`src/rtl/ym3438_op_phase.sv`:
```
// ym3438_op_phase: operator phase-modulation stage.
// Takes the phase-generator output for the current slot and adds modulation
// from earlier operator outputs of the same channel: OP1 self-feedback, or the
// algorithm-selected inter-operator terms. The modulated phase is then folded
// into a quarter-wave sine-table address plus a sign bit. Per-channel operator
// history is written back by the operator unit on c2 and read on c1.
module ym3438_op_phase (
    input  logic        MCLK,
    input  logic        IC,
    input  logic        c1,
    input  logic        c2,
    input  logic [9:0]  pg_phase,
    input  logic [2:0]  ch,
    input  logic [1:0]  op,
    input  logic [2:0]  alg,
    input  logic [2:0]  fb,
    input  logic        wb_en,
    input  logic [2:0]  wb_ch,
    input  logic [1:0]  wb_op,
    input  logic [13:0] wb_data,
    output logic [7:0]  sin_addr,
    output logic        sin_sign,
    output logic [9:0]  op_phase
);

    // A cycle with c1 and c2 both high is treated as no step at all.
    logic step_c1;
    logic step_c2;

    assign step_c1 = c1 & ~c2;
    assign step_c2 = c2 & ~c1;

    // Per-channel operator history: two most recent OP1 outputs, latest OP2 and OP3.
    logic [13:0] m1a [0:5];
    logic [13:0] m1b [0:5];
    logic [13:0] m2  [0:5];
    logic [13:0] m3  [0:5];

    logic signed [14:0] rd_m1a;
    logic signed [14:0] rd_m1b;
    logic signed [14:0] rd_m2;
    logic signed [14:0] rd_m3;

    logic signed [14:0] term_a;
    logic signed [14:0] term_b;
    logic signed [14:0] fb_sum;
    logic        [3:0]  fb_shift;
    logic signed [14:0] mod_next;

    logic [9:0]         s1_phase;
    logic signed [14:0] s1_mod;
    logic [9:0]         phase_next;

    // Fetch the current channel's history sign-extended to 15 bits; channels 6/7 read as zero.
    always_comb begin
        rd_m1a = '0;
        rd_m1b = '0;
        rd_m2  = '0;
        rd_m3  = '0;
        if (ch <= 3'd5) begin
            rd_m1a = {m1a[ch][13], m1a[ch]};
            rd_m1b = {m1b[ch][13], m1b[ch]};
            rd_m2  = {m2[ch][13],  m2[ch]};
            rd_m3  = {m3[ch][13],  m3[ch]};
        end
    end

    // Select the modulation source for this operator: feedback for OP1, algorithm routing otherwise.
    always_comb begin
        term_a   = '0;
        term_b   = '0;
        fb_sum   = rd_m1a + rd_m1b;
        fb_shift = 4'd10 - {1'b0, fb};
        mod_next = '0;
        if (op == 2'd0) begin
            if (fb != 3'd0) begin
                mod_next = fb_sum >>> fb_shift;
            end
        end else begin
            if (op == 2'd1) begin
                if (alg inside {3'd0, 3'd3, 3'd4, 3'd5, 3'd6}) begin
                    term_a = rd_m1a;
                end
            end else if (op == 2'd2) begin
                case (alg)
                    3'd0:    term_a = rd_m2;
                    3'd1:    begin term_a = rd_m1a; term_b = rd_m2; end
                    3'd2:    term_a = rd_m2;
                    3'd5:    term_a = rd_m1a;
                    default: term_a = '0;
                endcase
            end else begin
                case (alg)
                    3'd0, 3'd1, 3'd4: term_a = rd_m3;
                    3'd2:    begin term_a = rd_m1a; term_b = rd_m3; end
                    3'd3:    begin term_a = rd_m2;  term_b = rd_m3; end
                    3'd5:    term_a = rd_m1a;
                    default: term_a = '0;
                endcase
            end
            mod_next = (term_a + term_b) >>> 1;
        end
    end

    // History writeback on c2; an OP1 write shifts the previous OP1 output into M1b.
    always_ff @(posedge MCLK or negedge IC) begin
        if (!IC) begin
            for (int i = 0; i < 6; i++) begin
                m1a[i] <= '0;
                m1b[i] <= '0;
                m2[i]  <= '0;
                m3[i]  <= '0;
            end
        end else if (step_c2 && wb_en && (wb_ch <= 3'd5)) begin
            case (wb_op)
                2'd0: begin
                    m1b[wb_ch] <= m1a[wb_ch];
                    m1a[wb_ch] <= wb_data;
                end
                2'd1:    m2[wb_ch] <= wb_data;
                2'd2:    m3[wb_ch] <= wb_data;
                default: ;
            endcase
        end
    end

    // Stage 1: capture the slot phase and its modulation on c1.
    always_ff @(posedge MCLK or negedge IC) begin
        if (!IC) begin
            s1_phase <= '0;
            s1_mod   <= '0;
        end else if (step_c1) begin
            s1_phase <= pg_phase;
            s1_mod   <= mod_next;
        end
    end

    assign phase_next = 10'({5'b0, s1_phase} + s1_mod);

    // Stage 2: add, wrap to 10 bits and fold into the quarter-wave address on c2.
    always_ff @(posedge MCLK or negedge IC) begin
        if (!IC) begin
            op_phase <= '0;
            sin_addr <= '0;
            sin_sign <= 1'b0;
        end else if (step_c2) begin
            op_phase <= phase_next;
            sin_sign <= phase_next[9];
            sin_addr <= phase_next[8] ? ~phase_next[7:0] : phase_next[7:0];
        end
    end

endmodule

```
`config.mk`:
```
export PLATFORM = sky130hd
export DESIGN_NAME = ym3438_op_phase
export DESIGN_NICKNAME = d
export VERILOG_FILES = /design/src/rtl/ym3438_op_phase.sv
export SDC_FILE = /design/constraint.sdc
export NUM_CORES = 1
export LEC_CHECK = 0
export ABC_AREA = 0
export CAP_MARGIN = 40
export CORE_MARGIN = 2
export CORE_UTILIZATION = 55
export CTS_CLUSTER_SIZE = 8
export DETAILED_ROUTE_END_ITERATION = 12
export GPL_ROUTABILITY_DRIVEN = 0
export PLACE_DENSITY = 0.73
export SLEW_MARGIN = 20
export SYNTH_ARGS = -nofsm -noshare
export SYNTH_HDL_FRONTEND = slang
export SYNTH_SLANG_ARGS = --single-unit
```
`constraint.sdc`:
```
create_clock -name MCLK -period 4.2 [get_ports MCLK]
set_clock_uncertainty 0.15 [all_clocks]
set_input_delay 1.26 -clock MCLK [delete_from_list [all_inputs] [get_ports MCLK]]
set_output_delay 1.26 -clock MCLK [all_outputs]
set_load 0.02 [all_outputs]
```
==> results.toml <==
[placed_design]
portBuffers = 63
postPlaceCellArea_um2 = 20700
place_worst_setup_slack_ps = -1060
dpl.hpwl_um = 34000

[floorplanning]
die_w_um = 185
ios = 64
die_h_um = 185
rows = 66
dieArea_um2 = 34200
core_area_um2 = 32400
initial_core_util_pct = 55.6

[pwr]
power.leakage_uw = 0.0106
power_uw = 8640
power.density_nw_per_um2 = 378
irDropWorstVdd_uv = 386

[yosys]
synth_seq_cells = 338
synthCells = 1604
yosys_warnings = 0
seq_area_frac_synth_pct = 47.0
synth.distinct_cells = 67
synth_edf_count = 0
synth_area_um2 = 18000
syn_avg_cell_area_um2 = 11.2
syn_nets = 1686
synth_top_flop_cell = "dfrtp_1"
synthArstFlopShare_pct = 100

[grt]
grt-ovfl-total = 0
antenna_found_initial = 0
grt_max_degree = 90
grt_pass1_wl_um = 81000
grtUsageTotal_pct = 30.4
first_global_vias = 14800

[setup_path]
worstPathArrival_ps = 4670
critPathRequiredTime_ps = 4520
crit_type = "in -> reg"
endpoint_kind = "flip-flop"
slowest_stage = "mux4_2"
cp-start-kind = "input port"
crit_chain = "buf_16 > buf_12 > buf_12 > mux4_2 > nand2_2 > o21ai_2 > ha_2 > inv_2 > fa_2 > nor2b_4 > o31ai_4 > buf_4 > a211o_1 > o211a_4 > mux4_2 > nor2_1 > o211ai_1 > a21oi_1"
r2r_setup_slack_ps = 420
max_stage_delay_ps = 500
crit_path_max_fanout = 6

[finish]
stdcell_area_um2 = 22900
diodes = 0
drive_gt1_share_pct = 39.0
layout_commonest_cell = "dfrtp_1"
nets = 1949
area.growth.synth_to_final_pct = 27.2
final_cell_mix = "338 x dfrtp_1, 237 x buf_4, 228 x mux2_2, 206 x nand2_1, 120 x o21ai_0"

[detailed_routing]
drc_errors = 0
wl_per_cell_um = 22.1
totalWireLength_um = 51000
route.vias.total = 14400
routed_via_density = 6.21
drt-initial-drc-count = 1556
drtAntennaViolNets = 0
first_pass_iters = 5

[timing]
slew_violations = 0
hold_viol_final = 0
max_slew_margin_pct = 42.4
rsz0062_at_grt = "yes"
min_period_over_period_pct = 104
setup_viol = 10
worst_pin_slew_ps = 863
fin_crit_ps = 4350
layout_setup_ws_ps = -152
worst_hold_slack_ps = 323
fmax_mhz = 230

[cts]
clock_path_buffers = 3
numCtsBuffers = 48
numClockSinks = 338
cts_hold_buf = 0
cts-root-buf = "clkbuf_16"
clock_latency_ps = 560
cts_tree = "yes"
clk_pin_slew_worst_paths_ps = 50
htree_levels = 2

[run]
maxCapViolCount = 0

[outcome]
violations = "setup timing"
status = "finished, violations left"

[min_path]
hp-class = "reg -> reg"
final cells by class:
| class | count | area (um^2) |
|---|---|---|
| tap | 442 | 553 |
| fill | 2233 | 9490 |
| inverter | 21 | 78.8 |
| multi-input combinational | 1130 | 9610 |
| clock inverter | 4 | 52.6 |
| timing repair buffer | 328 | 2910 |
| clock buffer | 50 | 1220 |
| sequential | 338 | 8460 |
path summary, 6_finish.rpt:
kind / cells after the start / endpoint / start
worst min register to register: 2 / m1b[26]$_DFFE_PN0P_ / m1b[26]$_DFFE_PN0P_
min in group asynchronous: 1 / m1a[64]$_DFFE_PN0P_ / IC
max in group asynchronous: 2 / m2[14]$_DFFE_PN0P_ / IC
worst max register to register: 15 / s1_mod[8]$_DFFE_PN0P_ / m1a[1]$_DFFE_PN0P_
worst min-delay path: 2 / m1b[26]$_DFFE_PN0P_ / m1b[26]$_DFFE_PN0P_
worst max-delay path: 18 / s1_mod[6]$_DFFE_PN0P_ / ch[0]
through the flow:
step / utilization [%] / std cells / setup TNS (ps)
2_1_floorplan: - / 1604 / -6340
3_3_place_gp: 64.0 / 2230 / -8430
3_5_place_dp: 64.0 / 2231 / -9500
4_1_cts: 69.8 / 2306 / -261
5_1_grt: 70.7 / 2313 / -1970
6_report: 70.7 / 2313 / -787
state kept, by name (all words and copies together), names as in the netlist:
name and count:
m1a 84, m1b 84, m2 66, m3 66
op_phase 9, s1_mod 10, s1_phase 10, sin_addr 8
sin_sign 1
critical path: cells and delay by family:
family,cells,cell delay [ps]
AO/OA/AOI/OAI,6,890
adder cells (fa/ha/maj),2,650
buffers and inverters,5,620
multiplexers,2,900
AND/OR/NAND/NOR,3,350
cell families after synthesis:
logic type | count (synthesis) | share of synthesized area (%)
multiplexers | 339 | 24.1
AND/OR/NAND/NOR | 327 | 7.70
buffers and inverters | 136 | 3.03
adder cells (fa/ha/maj) | 37 | 2.70
XOR/XNOR | 39 | 1.94
AO/OA/AOI/OAI | 388 | 13.5
flip-flops | 338 | 47.0
routing by layer:
metal	wire length [um]	up-vias	share of wire [%]	track usage [%]
li1	-	6386	-	-
met1	21300	7219	42	41.4
met2	24400	608	48	49.1
met3	3390	155	6.7	4.99
met4	1900	0	3.7	12.1
met5	0	-	0	0
repair_timing:
action | CTS | global route
pin swaps | 41 | 34
setup endpoints to repair | 10 | 10
endpoints found under the hold margin | 0 | 0
gates resized for setup | 110 | 59
cloned | 2 | 0
buffers inserted | 19 | 8
cell usage after synthesis, types with 9 or more instances:
cell      count  area (um^2)
dfrtp_1     338         8460
mux2_2      228         2570
nand2_1     215          807
o21ai_0     157          786
clkbuf_1     84          315
a21oi_1      69          345
mux2i_1      58          581
mux4_2       53         1190
nor2_1       52          195
ha_1         34          425
a22oi_1      32          240
xnor2_1      27          236
inv_1        21         78.8
a221oi_1     17          149
buf_1        14         52.6
buf_2        13         65.1
o211ai_1     13         97.6
o22ai_1      13         81.3
a21o_1       12         90.1
xor2_1       11         96.3
nor2b_1       9         56.3
power by group:
part           internal, uW  switching, uW
registers              3510            150
logic                   778            811
clock network          2030           1360
total                  6320           2320
No activity file was read; power rests on OpenSTA's default activity.
